### src/rtl/cotm32_priv_pkg.sv
// Privileged-architecture constants and helpers for cotm32, including the CLINT register map.
// The CLINT decoder and timer import this package.
package cotm32_priv_pkg;

    localparam logic [15:0] CLINT_OFS_MSIP     = 16'h0000;
    localparam logic [15:0] CLINT_OFS_MTIMECMP = 16'h4000;
    localparam logic [15:0] CLINT_OFS_MTIME    = 16'hBFF8;

    localparam int unsigned CLINT_MSIP_STRIDE     = 4;
    localparam int unsigned CLINT_MTIMECMP_STRIDE = 8;
    localparam int unsigned CLINT_MAX_HARTS       = 16;

    // Hart-0 register addresses at the default base.
    typedef enum logic [31:0] {
        ClintMsip0        = 32'h0200_0000,
        ClintMtimecmp0Lo  = 32'h0200_4000,
        ClintMtimecmp0Hi  = 32'h0200_4004,
        ClintMtimeLo      = 32'h0200_BFF8,
        ClintMtimeHi      = 32'h0200_BFFC
    } clint_mmr_addr_t;

    typedef enum logic [1:0] {
        ClintRegNone,
        ClintRegMsip,
        ClintRegMtimecmp,
        ClintRegMtime
    } clint_reg_e;

    // Byte-merge a 32-bit write into one half of a 64-bit register; no carry between halves.
    function automatic logic [63:0] clint_merge_half(input logic [63:0] cur,
                                                     input logic        hi,
                                                     input logic [31:0] wdata,
                                                     input logic [3:0]  wstrb);
        logic [63:0] res;
        res = cur;
        for (int b = 0; b < 4; b++) begin
            if (wstrb[b]) begin
                if (hi) res[32 + 8*b +: 8] = wdata[8*b +: 8];
                else    res[8*b +: 8]      = wdata[8*b +: 8];
            end
        end
        return res;
    endfunction

endpackage

### src/rtl/cotm32_clint_if.sv
// Memory-mapped register bus between the data-memory path and the CLINT.
interface cotm32_clint_if;

    logic        mmr_req;
    logic        mmr_we;
    logic [31:0] mmr_addr;
    logic [31:0] mmr_wdata;
    logic [3:0]  mmr_wstrb;
    logic        mmr_rvalid;
    logic [31:0] mmr_rdata;
    logic        mmr_err;

    modport master (
        output mmr_req, mmr_we, mmr_addr, mmr_wdata, mmr_wstrb,
        input  mmr_rvalid, mmr_rdata, mmr_err
    );

    modport slave (
        input  mmr_req, mmr_we, mmr_addr, mmr_wdata, mmr_wstrb,
        output mmr_rvalid, mmr_rdata, mmr_err
    );

endinterface

### src/rtl/cotm32_clint_timer.sv
// mtime counter with tick prescaler, debug-halt gate and a byte-write port.
// A software write wins over a coincident tick; the tick is simply lost.
module cotm32_clint_timer
    import cotm32_priv_pkg::*;
#(
    parameter int unsigned MTIME_WIDTH = 64,
    parameter int unsigned TICK_DIV    = 1
) (
    input  logic                   clk,
    input  logic                   rst,
    input  logic                   mtime_en_i,
    input  logic                   wr_i,
    input  logic                   wr_hi_i,
    input  logic [31:0]            wdata_i,
    input  logic [3:0]             wstrb_i,
    output logic [MTIME_WIDTH-1:0] mtime_o
);

    localparam int unsigned PrescW = (TICK_DIV > 1) ? $clog2(TICK_DIV) : 1;

    logic [PrescW-1:0]      presc_q, presc_d;
    logic [MTIME_WIDTH-1:0] mtime_q, mtime_d;
    logic                   tick;

    always_comb begin
        tick    = mtime_en_i && (presc_q == PrescW'(TICK_DIV - 1));
        presc_d = presc_q;
        if (mtime_en_i) begin
            presc_d = tick ? '0 : presc_q + PrescW'(1);
        end

        mtime_d = mtime_q;
        if (wr_i) begin
            mtime_d = MTIME_WIDTH'(clint_merge_half(64'(mtime_q), wr_hi_i, wdata_i, wstrb_i));
        end else if (tick) begin
            mtime_d = mtime_q + MTIME_WIDTH'(1);
        end
    end

    always_ff @(posedge clk) begin
        if (rst) begin
            presc_q <= '0;
            mtime_q <= '0;
        end else begin
            presc_q <= presc_d;
            mtime_q <= mtime_d;
        end
    end

    assign mtime_o = mtime_q;

endmodule

### src/rtl/cotm32_clint.sv
// Core-local interruptor: per-hart msip/mtimecmp registers, mtime and registered timer compare.
// Every access gets a one-cycle-later response; unmapped accesses flag mmr_err and change nothing.
module cotm32_clint
    import cotm32_priv_pkg::*;
#(
    parameter int unsigned NUM_HARTS   = 1,
    parameter int unsigned MTIME_WIDTH = 64,
    parameter int unsigned TICK_DIV    = 1,
    parameter logic [31:0] BASE_ADDR   = 32'h0200_0000
) (
    input  logic                 clk,
    input  logic                 rst,
    cotm32_clint_if.slave        mmr,
    input  logic                 mtime_en,
    output logic [NUM_HARTS-1:0] msip_o,
    output logic [NUM_HARTS-1:0] mtip_o,
    output logic [63:0]          mtime_o
);

    localparam int unsigned HartIdxW  = $clog2(CLINT_MAX_HARTS);
    localparam int unsigned MsipShift = $clog2(CLINT_MSIP_STRIDE);
    localparam int unsigned CmpShift  = $clog2(CLINT_MTIMECMP_STRIDE);
    localparam logic [15:0] MsipSpan  = 16'(CLINT_MSIP_STRIDE * NUM_HARTS);
    localparam logic [15:0] CmpSpan   = 16'(CLINT_MTIMECMP_STRIDE * NUM_HARTS);

    logic [NUM_HARTS-1:0]   msip_q, msip_d;
    logic [NUM_HARTS-1:0]   mtip_q, mtip_d;
    logic [MTIME_WIDTH-1:0] mtimecmp_q [NUM_HARTS];
    logic [MTIME_WIDTH-1:0] mtimecmp_d [NUM_HARTS];
    logic                   rvalid_q, rvalid_d;
    logic                   err_q, err_d;
    logic [31:0]            rdata_q, rdata_d;

    logic [MTIME_WIDTH-1:0] mtime;
    logic [63:0]            mtime_ext;
    logic [15:0]            ofs, msip_rel, cmp_rel;
    logic [HartIdxW-1:0]    hart;
    logic                   sel_hi;
    logic                   wr;
    clint_reg_e             reg_sel;

    assign mtime_ext = 64'(mtime);
    assign wr        = mmr.mmr_req && mmr.mmr_we;

    // Address decode; only word-aligned addresses inside the 64 KiB region can hit.
    always_comb begin
        ofs      = mmr.mmr_addr[15:0];
        msip_rel = ofs - CLINT_OFS_MSIP;
        cmp_rel  = ofs - CLINT_OFS_MTIMECMP;
        sel_hi   = ofs[2];
        hart     = '0;
        reg_sel  = ClintRegNone;
        if (mmr.mmr_addr[31:16] == BASE_ADDR[31:16] && ofs[1:0] == 2'b00) begin
            if (ofs >= CLINT_OFS_MSIP && msip_rel < MsipSpan) begin
                reg_sel = ClintRegMsip;
                hart    = msip_rel[MsipShift +: HartIdxW];
            end else if (ofs >= CLINT_OFS_MTIMECMP && cmp_rel < CmpSpan) begin
                reg_sel = ClintRegMtimecmp;
                hart    = cmp_rel[CmpShift +: HartIdxW];
            end else if (ofs[15:3] == CLINT_OFS_MTIME[15:3]) begin
                reg_sel = ClintRegMtime;
            end
        end
    end

    cotm32_clint_timer #(
        .MTIME_WIDTH (MTIME_WIDTH),
        .TICK_DIV    (TICK_DIV)
    ) u_timer (
        .clk        (clk),
        .rst        (rst),
        .mtime_en_i (mtime_en),
        .wr_i       (wr && reg_sel == ClintRegMtime),
        .wr_hi_i    (sel_hi),
        .wdata_i    (mmr.mmr_wdata),
        .wstrb_i    (mmr.mmr_wstrb),
        .mtime_o    (mtime)
    );

    logic [31:0] rd_word;
    logic [63:0] cmp_ext;

    always_comb begin
        msip_d     = msip_q;
        mtimecmp_d = mtimecmp_q;
        mtip_d     = '0;
        rd_word    = '0;
        cmp_ext    = '0;
        for (int h = 0; h < NUM_HARTS; h++) begin
            cmp_ext   = 64'(mtimecmp_q[h]);
            // Compare uses pre-update values, so a mtimecmp write shows one cycle later.
            mtip_d[h] = (mtime >= mtimecmp_q[h]);
            if (hart == HartIdxW'(h)) begin
                if (reg_sel == ClintRegMsip) begin
                    rd_word = {31'b0, msip_q[h]};
                    if (wr && mmr.mmr_wstrb[0]) msip_d[h] = mmr.mmr_wdata[0];
                end
                if (reg_sel == ClintRegMtimecmp) begin
                    rd_word = sel_hi ? cmp_ext[63:32] : cmp_ext[31:0];
                    if (wr) begin
                        mtimecmp_d[h] = MTIME_WIDTH'(clint_merge_half(cmp_ext, sel_hi,
                                                                      mmr.mmr_wdata,
                                                                      mmr.mmr_wstrb));
                    end
                end
            end
        end
        if (reg_sel == ClintRegMtime) begin
            rd_word = sel_hi ? mtime_ext[63:32] : mtime_ext[31:0];
        end

        rvalid_d = mmr.mmr_req;
        err_d    = mmr.mmr_req && (reg_sel == ClintRegNone);
        rdata_d  = (mmr.mmr_req && !mmr.mmr_we && reg_sel != ClintRegNone) ? rd_word : '0;
    end

    always_ff @(posedge clk) begin
        if (rst) begin
            msip_q   <= '0;
            mtip_q   <= '0;
            rvalid_q <= 1'b0;
            err_q    <= 1'b0;
            rdata_q  <= '0;
            for (int h = 0; h < NUM_HARTS; h++) begin
                mtimecmp_q[h] <= '1;
            end
        end else begin
            msip_q   <= msip_d;
            mtip_q   <= mtip_d;
            rvalid_q <= rvalid_d;
            err_q    <= err_d;
            rdata_q  <= rdata_d;
            for (int h = 0; h < NUM_HARTS; h++) begin
                mtimecmp_q[h] <= mtimecmp_d[h];
            end
        end
    end

    assign mmr.mmr_rvalid = rvalid_q;
    assign mmr.mmr_err    = err_q;
    assign mmr.mmr_rdata  = rdata_q;
    assign msip_o         = msip_q;
    assign mtip_o         = mtip_q;
    assign mtime_o        = mtime_ext;

endmodule

### src/flat_wrapper.sv
// flat-port wrapper written by rule: the top's interface ports become plain ports
module cotm32_clint_flat import cotm32_priv_pkg::*;
#(
    parameter int unsigned NUM_HARTS   = 1,
    parameter int unsigned MTIME_WIDTH = 64,
    parameter int unsigned TICK_DIV    = 1,
    parameter logic [31:0] BASE_ADDR   = 32'h0200_0000
)
  (clk, rst, mtime_en, msip_o, mtip_o, mtime_o, mmr_mmr_req, mmr_mmr_we, mmr_mmr_addr, mmr_mmr_wdata, mmr_mmr_wstrb, mmr_mmr_rvalid, mmr_mmr_rdata, mmr_mmr_err);
  cotm32_clint_if mmr_i ();
  input  logic clk;
  input  logic rst;
  input  logic mtime_en;
  output logic [NUM_HARTS-1:0] msip_o;
  output logic [NUM_HARTS-1:0] mtip_o;
  output logic [63:0] mtime_o;
  input wire logic [$bits(mmr_i.mmr_req)-1:0] mmr_mmr_req;
  input wire logic [$bits(mmr_i.mmr_we)-1:0] mmr_mmr_we;
  input wire logic [$bits(mmr_i.mmr_addr)-1:0] mmr_mmr_addr;
  input wire logic [$bits(mmr_i.mmr_wdata)-1:0] mmr_mmr_wdata;
  input wire logic [$bits(mmr_i.mmr_wstrb)-1:0] mmr_mmr_wstrb;
  output wire logic [$bits(mmr_i.mmr_rvalid)-1:0] mmr_mmr_rvalid;
  output wire logic [$bits(mmr_i.mmr_rdata)-1:0] mmr_mmr_rdata;
  output wire logic [$bits(mmr_i.mmr_err)-1:0] mmr_mmr_err;
  assign mmr_i.mmr_req = mmr_mmr_req;
  assign mmr_i.mmr_we = mmr_mmr_we;
  assign mmr_i.mmr_addr = mmr_mmr_addr;
  assign mmr_i.mmr_wdata = mmr_mmr_wdata;
  assign mmr_i.mmr_wstrb = mmr_mmr_wstrb;
  assign mmr_mmr_rvalid = mmr_i.mmr_rvalid;
  assign mmr_mmr_rdata = mmr_i.mmr_rdata;
  assign mmr_mmr_err = mmr_i.mmr_err;
  cotm32_clint #(.NUM_HARTS(NUM_HARTS), .MTIME_WIDTH(MTIME_WIDTH), .TICK_DIV(TICK_DIV), .BASE_ADDR(BASE_ADDR)) u_core (.clk(clk), .rst(rst), .mmr(mmr_i), .mtime_en(mtime_en), .msip_o(msip_o), .mtip_o(mtip_o), .mtime_o(mtime_o));
endmodule
### config.mk
export PLATFORM = sky130hd
export DESIGN_NAME = cotm32_clint_flat
export DESIGN_NICKNAME = d
export VERILOG_FILES = /design/src/rtl/cotm32_priv_pkg.sv /design/src/rtl/cotm32_clint_if.sv /design/src/rtl/cotm32_clint_timer.sv /design/src/rtl/cotm32_clint.sv /design/src/flat_wrapper.sv
export SDC_FILE = /design/constraint.sdc
export NUM_CORES = 1
export LEC_CHECK = 0
export CAP_MARGIN = 10
export CORE_ASPECT_RATIO = 1.25
export CORE_UTILIZATION = 59
export DETAILED_ROUTE_END_ITERATION = 7
export MAX_ROUTING_LAYER = met4
export PLACE_DENSITY = 0.95
export SYNTH_ARGS = -nofsm -noshare
export SYNTH_HDL_FRONTEND = slang
export SYNTH_SLANG_ARGS = --single-unit
### constraint.sdc
create_clock -name clk -period 5.4 [get_ports clk]
set_clock_uncertainty 0.05 [all_clocks]
set_input_delay 0.54 -clock clk [delete_from_list [all_inputs] [get_ports clk]]
set_output_delay 0.54 -clock clk [all_outputs]
set_load 0.01 [all_outputs]
==> results.txt, run 1 <==
Power spread over the standard cell area amounts to 212.7 nW/um^2. Before CTS, the worst setup slack after placement is 1.592 ns. Along the worst path, the maximum fanout reaches 58. Setup repair after global routing left no endpoint under its margin. The maximum number of pins on one net before global-route repair came out at 75. In this run the power spent charging and discharging nets is 0.6179 mW. The global routing stage identified its most utilized layer as met2. The die covers 18,090 um^2.

Once detailed placement completed, the half-perimeter wirelength came to 23,500 um. The number of buffers between clock root and the deepest sink is 2. The final standard cell count with taps included and fillers excluded came out at 1,676. After technology mapping, the gate count stands at 1,315. The number of enable-type register cells in the synthesized netlist is 0. The clock tree synthesis step divided the H-tree into 4 levels. The cell area after layout is 12,740 um^2. The worst setup path is of the primary input to register kind. In this run, CTS created clock tree buffers numbering 17. TritonCTS built the clock tree. The x dimension of the die came out at 120.5 um. The area taken by flip-flops and latches is 3303 um^2. The total of fill cells in the finished design is 1,237. Across all layers, the routed design uses 11,260 vias. The worst setup path is launched from a primary input. The clock net sink count came out at 165. The clock-pin slew on the worst setup and hold paths is 0.06 ns. The detailed-route wire length is 34,400 um. The setup fix buffers added after clock tree synthesis is 0. The final layout net count came out at 1,581. The area of the multi-input gates came out at 6380 um^2.

The final worst setup slack came out at 1.851 ns. The post-placement cell area came out at 12,100 um^2. For this run, the number of Yosys warnings is 0. The number of inserted diodes is 0. The clock power share is 0.488.

Row generation in the floorplan step produced 53 rows. The global-route met1 utilization came out at 0.4583. The average size of a mapped cell is 7.876 um^2. Among all flip-flop cells after synthesis, the most frequent one is dfxtp_1. Compared with the post-synthesis result, the final layout area differs by 22.98%. The worst setup path is captured at a register. Ranked by instance count, the synthesized netlist is headed by 165 x dfxtp_1, 156 x nor2_1, 95 x nand2_1.

The starting utilization of the core area is 0.6101. The switching fraction of total power came out at 0.2281. The number of max-cap violations came out at 0.

The number of global-route vias before repair came out at 10,770. The share of the yosys chip area belonging to registers is 0.3189. The average detailed-routed wire length per instance is 20.52 um. The internal power contribution came out at 2.091 mW.

The required time at the worst-slack endpoint is 5.65 ns. The share of synthesized registers carrying an async set or reset is 0. The number of I/O pins is 173. The final cycle utilization of the critical path came out at 0.6571.

The maximum clock rate came out at 0.2818 GHz. After detailed routing, the number of remaining DRC violations is 0. At the later pin of the worst-skew pair, clock insertion delay measures 0.44 ns. The aggregate global-route resource usage came out at 0.3968.

The number of pins with negative max-slew slack in the final report is 0. By area the synthesized netlist is led by dfxtp_1 32%, ha_1 7.9%, mux2i_1 7.4%, nor2_1 5.7%, a211o_1 4.7%. The relative slew slack came out at 0.3288. The share of power burned in combinational logic came out at 0.061.

The worst hold path belongs to the class register to register. The startpoint identified for the worst register-to-register timing path is u_core.u_timer.mtime_o[1]. The share of the synthesized area in the top cell type came out at 0.3189. The via-per-instance ratio came out at 6.718. The number of distinct library cell variants in the gate-level netlist after synthesis is 62.

The remaining global-route overflow came out at 0. The number of synthesized register bits is 165. After floorplanning, the core was sized to cover 16,980 um^2.

The met2 layer usage reported by global route came out at 0.6460. The tree is rooted in a clkbuf_16. Setup violations remaining at the end of the flow were counted as 0. The die span in y is 150.1 um. The total instance count after detailed placement came out at 1,644.

The count of endpoints failing hold in the final timing report is 0. The number of antenna violations at the first check in global routing was 0. The run finished with clean final reports. The overall power after layout came out at 2.709 mW. The met3 layer usage reported by global route is 0.07121. The arrival time at the worst endpoint is 3.79 ns. The number of gates given a new drive strength after cts is 0. Summed over all instances, the cell type with the most area after synthesis is dfxtp_1. The highest ir drop seen on vdd is 0.1809 mV. The post-detailed-route count of antenna-violating nets came out at 0. The violation count after the first detailed-route iteration is 1,599. The wire length of the first global-routing pass is 55,120 um. Input and output buffers added on the ports amount to 172. The fraction of final layout cells sized beyond drive strength 1 came out at 0.04464. The first-pass iteration count of the detailed router came out at 8. The startpoint identified for the worst hold timing path is u_core.cmp_ext[16]. In this run the worst setup path begins at mmr_mmr_addr[14]. Of the total power, registers draw 0.451.

The cell leakage power is 5.478 nW. The worst-margin pin slew is 0.9976 ns. The final critical-path required period is 3.549 ns.

The cts-stage hold buffer count came out at 0. The number of nets handed over by synthesis was 1,453. The congestion estimate from routability-driven global placement came to 0.9380.

dfxtp_1 is the most common cell in the netlist. For the final routed database, the setup TNS stands at 0 ns. The cell area after synthesis came out at 10,360 um^2.
## worst paths after layout
path                                     end  slack, ns  cells after the start
setup / recovery  u_core.u_timer.mtime_o[20]       1.85                      8
hold / removal            u_core.cmp_ext[16]       0.45                      1
setup reg to reg  u_core.u_timer.mtime_o[34]       1.94                      8
hold reg to reg           u_core.cmp_ext[16]       0.45                      1
## cell type report
class,instances,share of cell area
timing repair buffer,183,0.1413
multi-input combinational,984,0.5009
inverter,92,0.02711
sequential,165,0.2593
clock inverter,12,0.01395
clock buffer,20,0.03585
tap,220,0.02161
## metrics by stage
stage / hold WS (ns) / utilization
floorplan: 0.3955 / -
global placement: 0.4172 / 0.7129
detailed placement: 0.4225 / 0.7129
CTS: 0.4393 / 0.7503
global route: 0.4614 / 0.7503
finish: 0.4451 / 0.7503
## cells by family (layout without fill, tap and decap cells)
kind of cell / Yosys count / count (layout) / share of synthesized area
AO/OA/AOI/OAI: 362 / 362 / 0.2306
buffers and inverters: 166 / 307 / 0.06535
multiplexers: 77 / 77 / 0.07441
adder cells (fa/ha/maj): 65 / 65 / 0.07852
flip-flops: 165 / 165 / 0.3189
AND/OR/NAND/NOR: 480 / 480 / 0.2322
## critical path, cell delays in order
cell and delay (ns):
clkdlybuf4s50_1 0.44, nand2b_1 0.18, nor4_1 0.54, and4_4 0.79
mux2i_1 0.80, o21ai_0 0.22, a2bb2oi_1 0.20, nor2_1 0.05
## power by group through the flow
stage | sequential, mW | clock, mW | combinational [mW]
floorplan | 1.25 | 0 | 0.0698
global placement | 1.25 | 0 | 0.155
detailed placement | 1.25 | 0 | 0.158
CTS | 1.22 | 1.32 | 0.160
global route | 1.22 | 1.37 | 0.172
finish | 1.22 | 1.32 | 0.165
## flip-flops by register name (all words and copies together), names as in the netlist
| name | count |
|---|---|
| u_core.mmr.mmr_err | 1 |
| u_core.mmr.mmr_rvalid | 1 |
| u_core.cmp_ext | 64 |
| u_core.u_timer.mtime_o | 64 |
| u_core.mmr.mmr_rdata | 32 |
| u_core.u_timer.presc_q | 1 |
| u_core.msip_o | 1 |
| u_core.mtip_o | 1 |
## layer usage
layer / share of wire / wire (um)
met4: 0.054 / 1871
met3: 0.095 / 3262
met1: 0.37 / 12700
met2: 0.48 / 16560
met5: 0 / 0
## placed cells by master, fill, tap and decap left out, types with 5 or more instances in the layout
cell type        synthesis  final
buf_4                    1     13
mux2i_1                 77     77
a21oi_1                 92     92
clkdlybuf4s50_1          0    170
nor3_1                  33     33
dfxtp_1                165    165
and2_1                  12     12
nand4_1                 41     41
a211o_1                 56     56
nor3b_1                  6      6
a211oi_1                17     17
nor4_1                  17     17
o22a_1                  30     30
a31o_2                   5      5
nand3_1                 42     42
and3_1                  18     18
clkbuf_16                0     17
o31ai_1                 10     10
nor2b_1                  5      5
a31oi_1                 17     17
nor2_1                 156    156
nand2b_1                18     18
a21o_1                   9      9
inv_1                   92     92
and4_1                   9      8
o21ai_0                 88     88
ha_1                    65     65
nand2_1                 95     95
o41ai_1                  5      5
Power figures use the tool's default switching activity.
==> run 2: changes to the inputs <==
--- a/config.mk
+++ b/config.mk
@@ -7,10 +7,10 @@
 export LEC_CHECK = 0
 export CAP_MARGIN = 10
 export CORE_ASPECT_RATIO = 1.25
-export CORE_UTILIZATION = 59
+export CORE_UTILIZATION = 54
 export DETAILED_ROUTE_END_ITERATION = 7
 export MAX_ROUTING_LAYER = met4
-export PLACE_DENSITY = 0.95
+export PLACE_DENSITY = 0.9
 export SYNTH_ARGS = -nofsm -noshare
 export SYNTH_HDL_FRONTEND = slang
 export SYNTH_SLANG_ARGS = --single-unit
==> constraint.sdc (replaced) <==
create_clock -name clk -period 3.38 [get_ports clk]
set_clock_uncertainty 0.05 [all_clocks]
set_input_delay 0.338 -clock clk [delete_from_list [all_inputs] [get_ports clk]]
set_output_delay 0.338 -clock clk [all_outputs]
set_load 0.01 [all_outputs]
==> run 2 against run 1 <==
Net effect: clock power grew 36%; largest cell class unchanged; clock-buffer cell count unchanged; largest power group is now sequential cells; utilization down 5.9 points; flip-flop and latch count is the same; highest routed layer unchanged; final area grew 1.9%.
==> results.txt, run 2 (synthesized netlist as in run 1, its figures left out) <==
The cell area after layout came out at 12,970 um^2 (+1.9%). The highest ir drop seen on vdd came out at 0.3223 mV (+78%). STA classifies the critical path startpoint as a register. The switching fraction of total power is 0.2467 (+0.01856).

The length in cells of the worst reg-to-reg path is 9 (+1). The starting utilization of the core area came out at 0.5516 (-0.05854). Subtracting the final worst setup slack from the clock period gives 2.967 ns.

The required time at the worst-slack endpoint came out at 3.69 ns (-1.96 ns). The net switching component of the power came out at 0.9911 mW (+60%). TritonCTS built the clock tree.

The H-tree level count came out at 4 (unchanged). The clock net sink count came to 165 (unchanged). The total negative setup slack was 0 ns (unchanged). The final estimated routing congestion in global placement came out at 0.9628 (+2.6%). The maximum number of pins on one net before global-route repair was 71 (-5.3%). The maximum net fanout on the critical path came out at 7 (-88%). The area growth from synthesis to layout is 25.26%. On the critical path the largest part of the delay comes from simple AND/OR/NAND/NOR gates. The number of global-route vias before repair is 10,530 (-2.2%). The source of the worst register-to-register timing path is u_core.u_timer.mtime_o[1]. The setup fix buffers added after clock tree synthesis is 0 (unchanged).

The average detailed-routed wire length per instance is 19.66 um (-4.2%). The remaining routing DRC violations is 0 (unchanged). The count of endpoints failing hold in the final timing report came out at 0 (unchanged).

The aggregate global-route resource usage came to 0.3523 (-0.04449). The buffering stage count on the worst path with inverters included came to 1 (unchanged). The register-to-register path setup slack was 0.41 ns (-1.53 ns). The number of pins with negative max-slew slack in the final report is 0 (unchanged). STA classifies the critical path endpoint as a register. The die span in y is 156.8 um (+4.5%).

The cell leakage power is 5.646 nW (+3.1%). The remaining global-route overflow came out at 0 (unchanged). The violation count after the first detailed-route iteration came out at 1,223 (-24%). The number of gates given a new drive strength after cts is 0 (unchanged). The count of endpoints failing setup in the final report is 0 (unchanged). The final layout net count is 1,621 (+2.5%). The number of I/O pins came to 173 (unchanged).

The quantity of I/O buffers inserted on ports came out at 172 (unchanged). The worst-margin pin slew is 0.7910 ns (-0.2066 ns). The first-pass iteration count of the detailed router came out at 6 (-2). Among all stages on the critical path, the largest delay is contributed by nor4_2. The core box area came to 18,780 um^2 (+11%). The final worst setup slack is 0.4130 ns (-1.438 ns). The placed wire-length estimate after detailed placement is 24,560 um (+4.5%). By startpoint and endpoint, the worst setup path is classified as register to register. The fraction of final layout cells sized beyond drive strength 1 came to 0.06952 (+0.02488).

The clock latency reported for the late side of the worst-skew pair came to 0.45 ns (about the same). The wire length of the first global-routing pass is 53,420 um (-3.1%). The cell count of the worst hold path is 2 (+1). Setup repair after global routing left no endpoint under its margin. The power density over the cells came out at 309.7 nW/um^2 (+46%).

The via-per-instance ratio came out at 6.452 (-4.0%). The startpoint identified for the worst hold timing path is rst. The sequential group share of total power is 0.486 (+0.035). The share of power burned in combinational logic is 0.068 (+0.007). The critical register-to-register path endpoint is u_core.u_timer.mtime_o[52]. The number of antenna violations at the first check in global routing is 0 (unchanged). Leaving out fill and tap cells, the most frequent cells in the layout are 170 x clkdlybuf4s50_1, 165 x dfxtp_1, 156 x nor2_1, 95 x nand2_1. The critical path depth is 9 (+1).

The clock-pin slew on the worst setup and hold paths came out at 0.07 ns (about the same). The x dimension of the die came out at 125.9 um (+4.5%). In this run the clock root is driven by a clkbuf_16. Leaving out fill and tap cells, the most frequent cell in the layout is clkdlybuf4s50_1.

The final hold slack is 0.3590 ns (-0.08607 ns). The pre-CTS worst setup slack came out at 0.1813 ns (-1.410 ns). Traced cell by cell, the critical path runs through ha_1, nand3_1, nor4_2, nand4_1, buf_4, nor3_1, a31o_2, a21oi_1, a211oi_1.

The relative slew slack came to 0.4707 (+0.1419). The run finished with clean final reports. The maximum clock rate came out at 0.3370 GHz. The total of fill cells in the finished design came out at 1,441 (+16%). The post-placement cell area is 12,440 um^2 (+2.8%). The share of the core filled with cells came out at 0.6909 (-0.05940). The longest individual stage delay on the worst path was 0.48 ns (-0.32 ns). The number of max-cap violations is 0 (unchanged). The clock power share came out at 0.446 (-0.042). The final cycle utilization of the critical path is 0.8778. The detailed-route wire length was 33,970 um (-1.3%).

The internal power contribution came out at 3.027 mW (+45%). The total die area came to 19,740 um^2 (+9.1%). The number of inserted diodes came out at 0 (unchanged). The number of rows in the core area is 56 (+5.7%). The path with the worst hold slack has its endpoint at u_core.msip_o. The number of buffers created by CTS is 17 (unchanged). In this run the worst hold path is classified as primary input to register. The arrival time at the worst endpoint is 3.28 ns (-0.51 ns). The cts-stage hold buffer count came to 0 (unchanged). The number of buffers between clock root and the deepest sink is 2 (unchanged). The count of vias placed by the detailed router was 11,150 (-0.98%). The post-detailed-route count of antenna-violating nets was 0 (unchanged).
run 2: worst max path at each step:
stage,start,to,slack (ns)
after CTS,u_core.u_timer.mtime_o[0],u_core.mtip_o,0.48
after floorplan,mmr_mmr_addr[26],u_core.cmp_ext[10],0.94
after detailed placement,mmr_mmr_addr[24],u_core.cmp_ext[22],0.18
after global placement,mmr_mmr_addr[10],u_core.cmp_ext[20],0.28
final,u_core.u_timer.mtime_o[1],u_core.u_timer.mtime_o[52],0.41
after global routing,u_core.u_timer.mtime_o[1],u_core.u_timer.mtime_o[52],0.29
run 2: metal layers:
layer	wire length, um	vias to the layer above	global-route usage
li1	-	5128	-
met1	13050	5211	0.3935
met2	16460	645	0.5929
met3	2706	165	0.05538
met4	1748	0	0.2174
met5	0	-	-
run 2: through the flow:
| step | total power, mW | cells |
|---|---|---|
| CTS | 4.013 | 1728 |
| global route | 4.109 | 1728 |
| detailed placement | 2.261 | 1696 |
| floorplan | 2.108 | 1315 |
| global placement | 2.257 | 1696 |
| finish | 4.018 | 1728 |
run 2: cell type report:
class / instances / area [um^2] / area share
clock buffer: 20 / 446.7 / 0.03443
clock inverter: 12 / 83.83 / 0.006462
inverter: 92 / 345.3 / 0.02662
multi-input combinational: 984 / 6380 / 0.4918
sequential: 165 / 3303 / 0.2546
tap: 232 / 290.3 / 0.02237
timing repair buffer: 223 / 2125 / 0.1638
run 2: power groups by stage:
| stage | Sequential (mW) | Combinational, mW | Clock [mW] |
|---|---|---|---|
| 2_1_floorplan | 2.00 | 0.112 | 0 |
| 3_3_place_gp | 2.00 | 0.261 | 0 |
| 3_5_place_dp | 2.00 | 0.266 | 0 |
| 4_1_cts | 1.95 | 0.268 | 1.79 |
| 5_1_grt | 1.95 | 0.287 | 1.87 |
| 6_report | 1.95 | 0.275 | 1.79 |
==> run 3: changes to the inputs <==
--- a/config.mk
+++ b/config.mk
@@ -5,9 +5,10 @@
 export SDC_FILE = /design/constraint.sdc
 export NUM_CORES = 1
 export LEC_CHECK = 0
+export ABC_AREA = 1
 export CAP_MARGIN = 10
 export CORE_ASPECT_RATIO = 1.25
-export CORE_UTILIZATION = 54
+export CORE_UTILIZATION = 55
 export DETAILED_ROUTE_END_ITERATION = 7
 export MAX_ROUTING_LAYER = met4
 export PLACE_DENSITY = 0.9
==> run 3 against run 2 <==
Net effect: synthesized cell count up 44%; final cell count up 34%; combinational power up 140%; routed wire length up 25%; critical path depth up 4; die area up 9.2%; synthesized area up 11%; first-iteration DRC count up 30%; clock power up 12%; sequential share of layout area down 1.9 points; via count up 19%; utilization down 0.11 points; critical path type unchanged; largest cell class unchanged; largest power group unchanged.
==> results.txt, run 3 <==
The flow ran to the end, and the final reports show no timing, DRC or antenna violations. Counting instances in the post-synthesis netlist gives the leading cell types as 634 x nand2_1, 302 x nor2_1, 217 x inv_1. The number of pins with negative max-slew slack in the final report is 0 (unchanged).

The post-detailed-route count of antenna-violating nets came out at 0 (unchanged). The clock latency reported for the late side of the worst-skew pair came to 0.44 ns (about the same). The met3 layer usage reported by global route is 0.05586 (+0.0004796). Setup repair after global routing left no endpoint under its margin.

The relative slew slack is 0.4123 (-0.05841). The number of global-route vias before repair is 12,310 (+17%). The cts-stage hold buffer count is 0 (unchanged). The total of fill cells in the finished design is 1,765 (+22%).

The count of vias placed by the detailed router came out at 13,260 (+19%). The number of I/O pins is 173 (unchanged). The maximum clock rate came out at 0.3556 GHz (+5.5%). The number of gates given a new drive strength after cts came out at 0 (unchanged). nand2_1 is the most common cell in the netlist. The min-delay analysis places its worst path in the category primary input to register.

The longest individual stage delay on the worst path came to 0.54 ns (+0.06 ns). The wire length of the first global-routing pass is 65,120 um (+22%). The highest ir drop seen on vdd is 0.3379 mV (+4.8%).

The final cycle utilization of the critical path came out at 0.8319 (-0.04588). The final hold slack is 0.3281 ns (-0.03091 ns). The worst setup path is of the register to register kind. The number of nets in the synthesized netlist is 2,028 (+40%). The number of synthesis warnings came out at 0 (unchanged). The worst register-to-register path begins at u_core.u_timer.mtime_o[0]. The area growth from synthesis to layout is 21.56%. The fraction of final layout cells sized beyond drive strength 1 came out at 0.04100 (-0.02852). The total die area is 21,550 um^2 (+9.2%). The average detailed-routed wire length per instance is 18.25 um (-7.2%).

The number of standard cells after synthesis is 1,890 (+44%). The final estimated routing congestion in global placement is 1.013 (+5.2%). The worst-margin pin slew came to 0.8748 ns (+0.08380 ns). The H-tree level count came out at 4 (unchanged). The first-pass iteration count of the detailed router was 6 (unchanged).

The top cell types in the final layout, fill and taps aside, are 634 x nand2_1, 301 x nor2_1, 216 x inv_1, 171 x clkdlybuf4s50_1, 165 x dfxtp_1. The worst setup path is launched from a register. The switching fraction of total power came out at 0.3023 (+0.05566).

The share of synthesized registers carrying an async set or reset is 0 (unchanged). The violation count after the first detailed-route iteration is 1,591 (+30%). The slowest stage of the critical path belongs to the cell nor2_1.

The starting utilization of the core area is 0.5674 (+0.01585). The share of power burned in combinational logic came out at 0.140 (+0.072). The core box area is 20,320 um^2 (+8.2%).

The number of enable-type register cells in the synthesized netlist is 0 (unchanged). The sequential group share of total power is 0.440 (-0.046). The power density over the cells came out at 341.2 nW/um^2 (+10%). The quantity of I/O buffers inserted on ports is 172 (unchanged). The cell leakage power is 7.047 nW (+25%). The via-per-instance ratio is 5.717 (-11%). In the post-synthesis netlist, the biggest area contributors are dfxtp_1 29%, nand2_1 21%, nor2_1 9.8%, inv_1 7.1%, ha_1 7.1%. The clock net sink count was 165 (unchanged). The die span in y came out at 163.9 um (+4.5%). The number of inserted diodes came out at 0 (unchanged).

The number of antenna violations at the first check in global routing came out at 0 (unchanged). The number of buffers between clock root and the deepest sink was 2 (unchanged). After global routing, the most crowded layer is met2. The maximum net fanout on the critical path is 6 (-1). The total negative setup slack came out at 0 ns (unchanged).

The setup fix buffers added after clock tree synthesis came out at 0 (unchanged). The library cell used most frequently in the layout, excluding fill and tap cells, is nand2_1. The maximum number of pins on one net before global-route repair came out at 130 (+83%).

The share of the yosys chip area belonging to registers is 0.2865 (-0.03243). The number of synthesized register bits came out at 165 (unchanged). The remaining routing DRC violations is 0 (unchanged). The CTS root buffer is clkbuf_16. TritonCTS built the clock tree. The clock-pin slew on the worst setup and hold paths came out at 0.07 ns (about the same). The number of distinct library cell variants in the gate-level netlist after synthesis was 35 (-44%).

The global-route met1 utilization is 0.4508 (+0.05725). The net switching component of the power came out at 1.446 mW (+46%). The placed wire-length estimate after detailed placement came out at 32,380 um (+32%).

The buffering stage count on the worst path with inverters included came out at 1 (unchanged). The critical hold path startpoint is mmr_mmr_addr[2]. The number of rows in the core area came out at 58 (+3.6%). The count of endpoints failing hold in the final timing report came to 0 (unchanged).

The most used flip-flop cell after synthesis is dfxtp_1. The number of max-cap violations is 0 (unchanged). The count of endpoints failing setup in the final report was 0 (unchanged). In this design, the largest share of critical-path delay is due to simple AND/OR/NAND/NOR gates. The synthesized design spends more area on one cell type than any other, namely dfxtp_1.

The required time at the worst-slack endpoint was 3.66 ns (-0.03 ns). The final layout net count is 2,174 (+34%). The aggregate global-route resource usage was 0.4009 (+0.04862). STA classifies the critical path endpoint as a register. The x dimension of the die was 131.5 um (+4.5%).

The met2 layer usage reported by global route came out at 0.6975 (+0.1046). The final critical-path required period is 2.812 ns (-0.1551 ns). The remaining global-route overflow came out at 0 (unchanged). The arrival time at the worst endpoint came out at 3.10 ns (-0.18 ns).

The register-to-register path setup slack is 0.57 ns (+0.16 ns). The internal power contribution was 3.336 mW (+10%). The detailed-route wire length was 42,320 um (+25%). In this run the worst setup path begins at u_core.u_timer.mtime_o[0]. The cell area after synthesis came to 11,530 um^2 (+11%). The share of the synthesized area in the top cell type is 0.2865 (-0.03243). The number of buffers created by CTS came out at 17 (unchanged). The clock power share is 0.421 (-0.025). The critical path goes through ha_1, nand3_1, buf_4, nor2_1, nand3_1, nor2_1, nand2_1, nand2_1, nand2_1, nand2_1, o21ai_0, nor2_1, nor2_1.

The average size of a mapped cell came out at 6.100 um^2 (-23%).
[run 3: cell types whose count changed in the layout (fill, tap and decap cells not counted), sizes merged, moves of 33 or more]
| cell | delta |
|---|---|
| inv | +133 |
| a21oi | -38 |
| mux2i | -77 |
| nor2 | +152 |
| nand2 | +548 |
| buf | -33 |
| o211ai | +83 |
| a211o | -56 |
| nand3 | +34 |
[run 3: cells by family after synthesis]
group | synth area share
buf+inv | 0.1006
xor+xnor | 0.01899
compound gates | 0.1253
fa+ha+maj | 0.07054
flops | 0.2865
simple gates | 0.3980
[run 3: path summary, 6_finish.rpt]
check	cells after the start	to
setup reg to reg	13	u_core.u_timer.mtime_o[34]
hold reg to reg	2	u_core.u_timer.presc_q
hold / removal	5	u_core.mmr.mmr_rdata[28]
setup / recovery	13	u_core.u_timer.mtime_o[34]
[run 3: tightest hold or removal path: stages]
cell	delay, ns
buf_4	0.13
nand2_1	0.05
o21ai_0	0.08
a22oi_1	0.10
nor2_1	0.08
[run 3: layout make-up]
type                            instances  area [um^2]  share of cell area
Tap cell                              270        337.8             0.02410
Sequential cell                       165         3303              0.2357
Clock buffer                           18        429.2             0.03062
Clock inverter                         14        162.7             0.01161
Timing Repair Buffer                  191         1887              0.1346
Multi-Input combinational cell       1441         7069              0.5044
Inverter                              220        827.0             0.05901
[run 3: routing by layer]
layer  vias to the layer above  part of all wire
met5                         -                 0
met4                         0             0.049
met3                       143             0.072
met2                       688              0.49
met1                      6084              0.39
li1                       6342                 -
[run 3: power groups by stage]
stage               Clock [mW]  Sequential [mW]  Combinational, mW
floorplan                    0             2.13              0.349
global placement             0             2.14              0.636
detailed placement           0             2.14              0.652
CTS                       2.00             2.10              0.660
global route              2.08             2.11              0.737
finish                    2.01             2.10              0.669
[run 3: through the flow]
stage                     area, um^2  std cells  power [mW]    util  setup slack (ns)
after floorplan                11530       1890       2.475       -             1.421
after global placement         13420       2287       2.776  0.6607            0.5332
after detailed placement       13420       2287       2.792  0.6607            0.4897
after CTS                      14020       2319       4.760  0.6898            0.6530
after global routing           14020       2319       4.926  0.6898            0.4253
final                          14020       2319       4.782  0.6898            0.5681
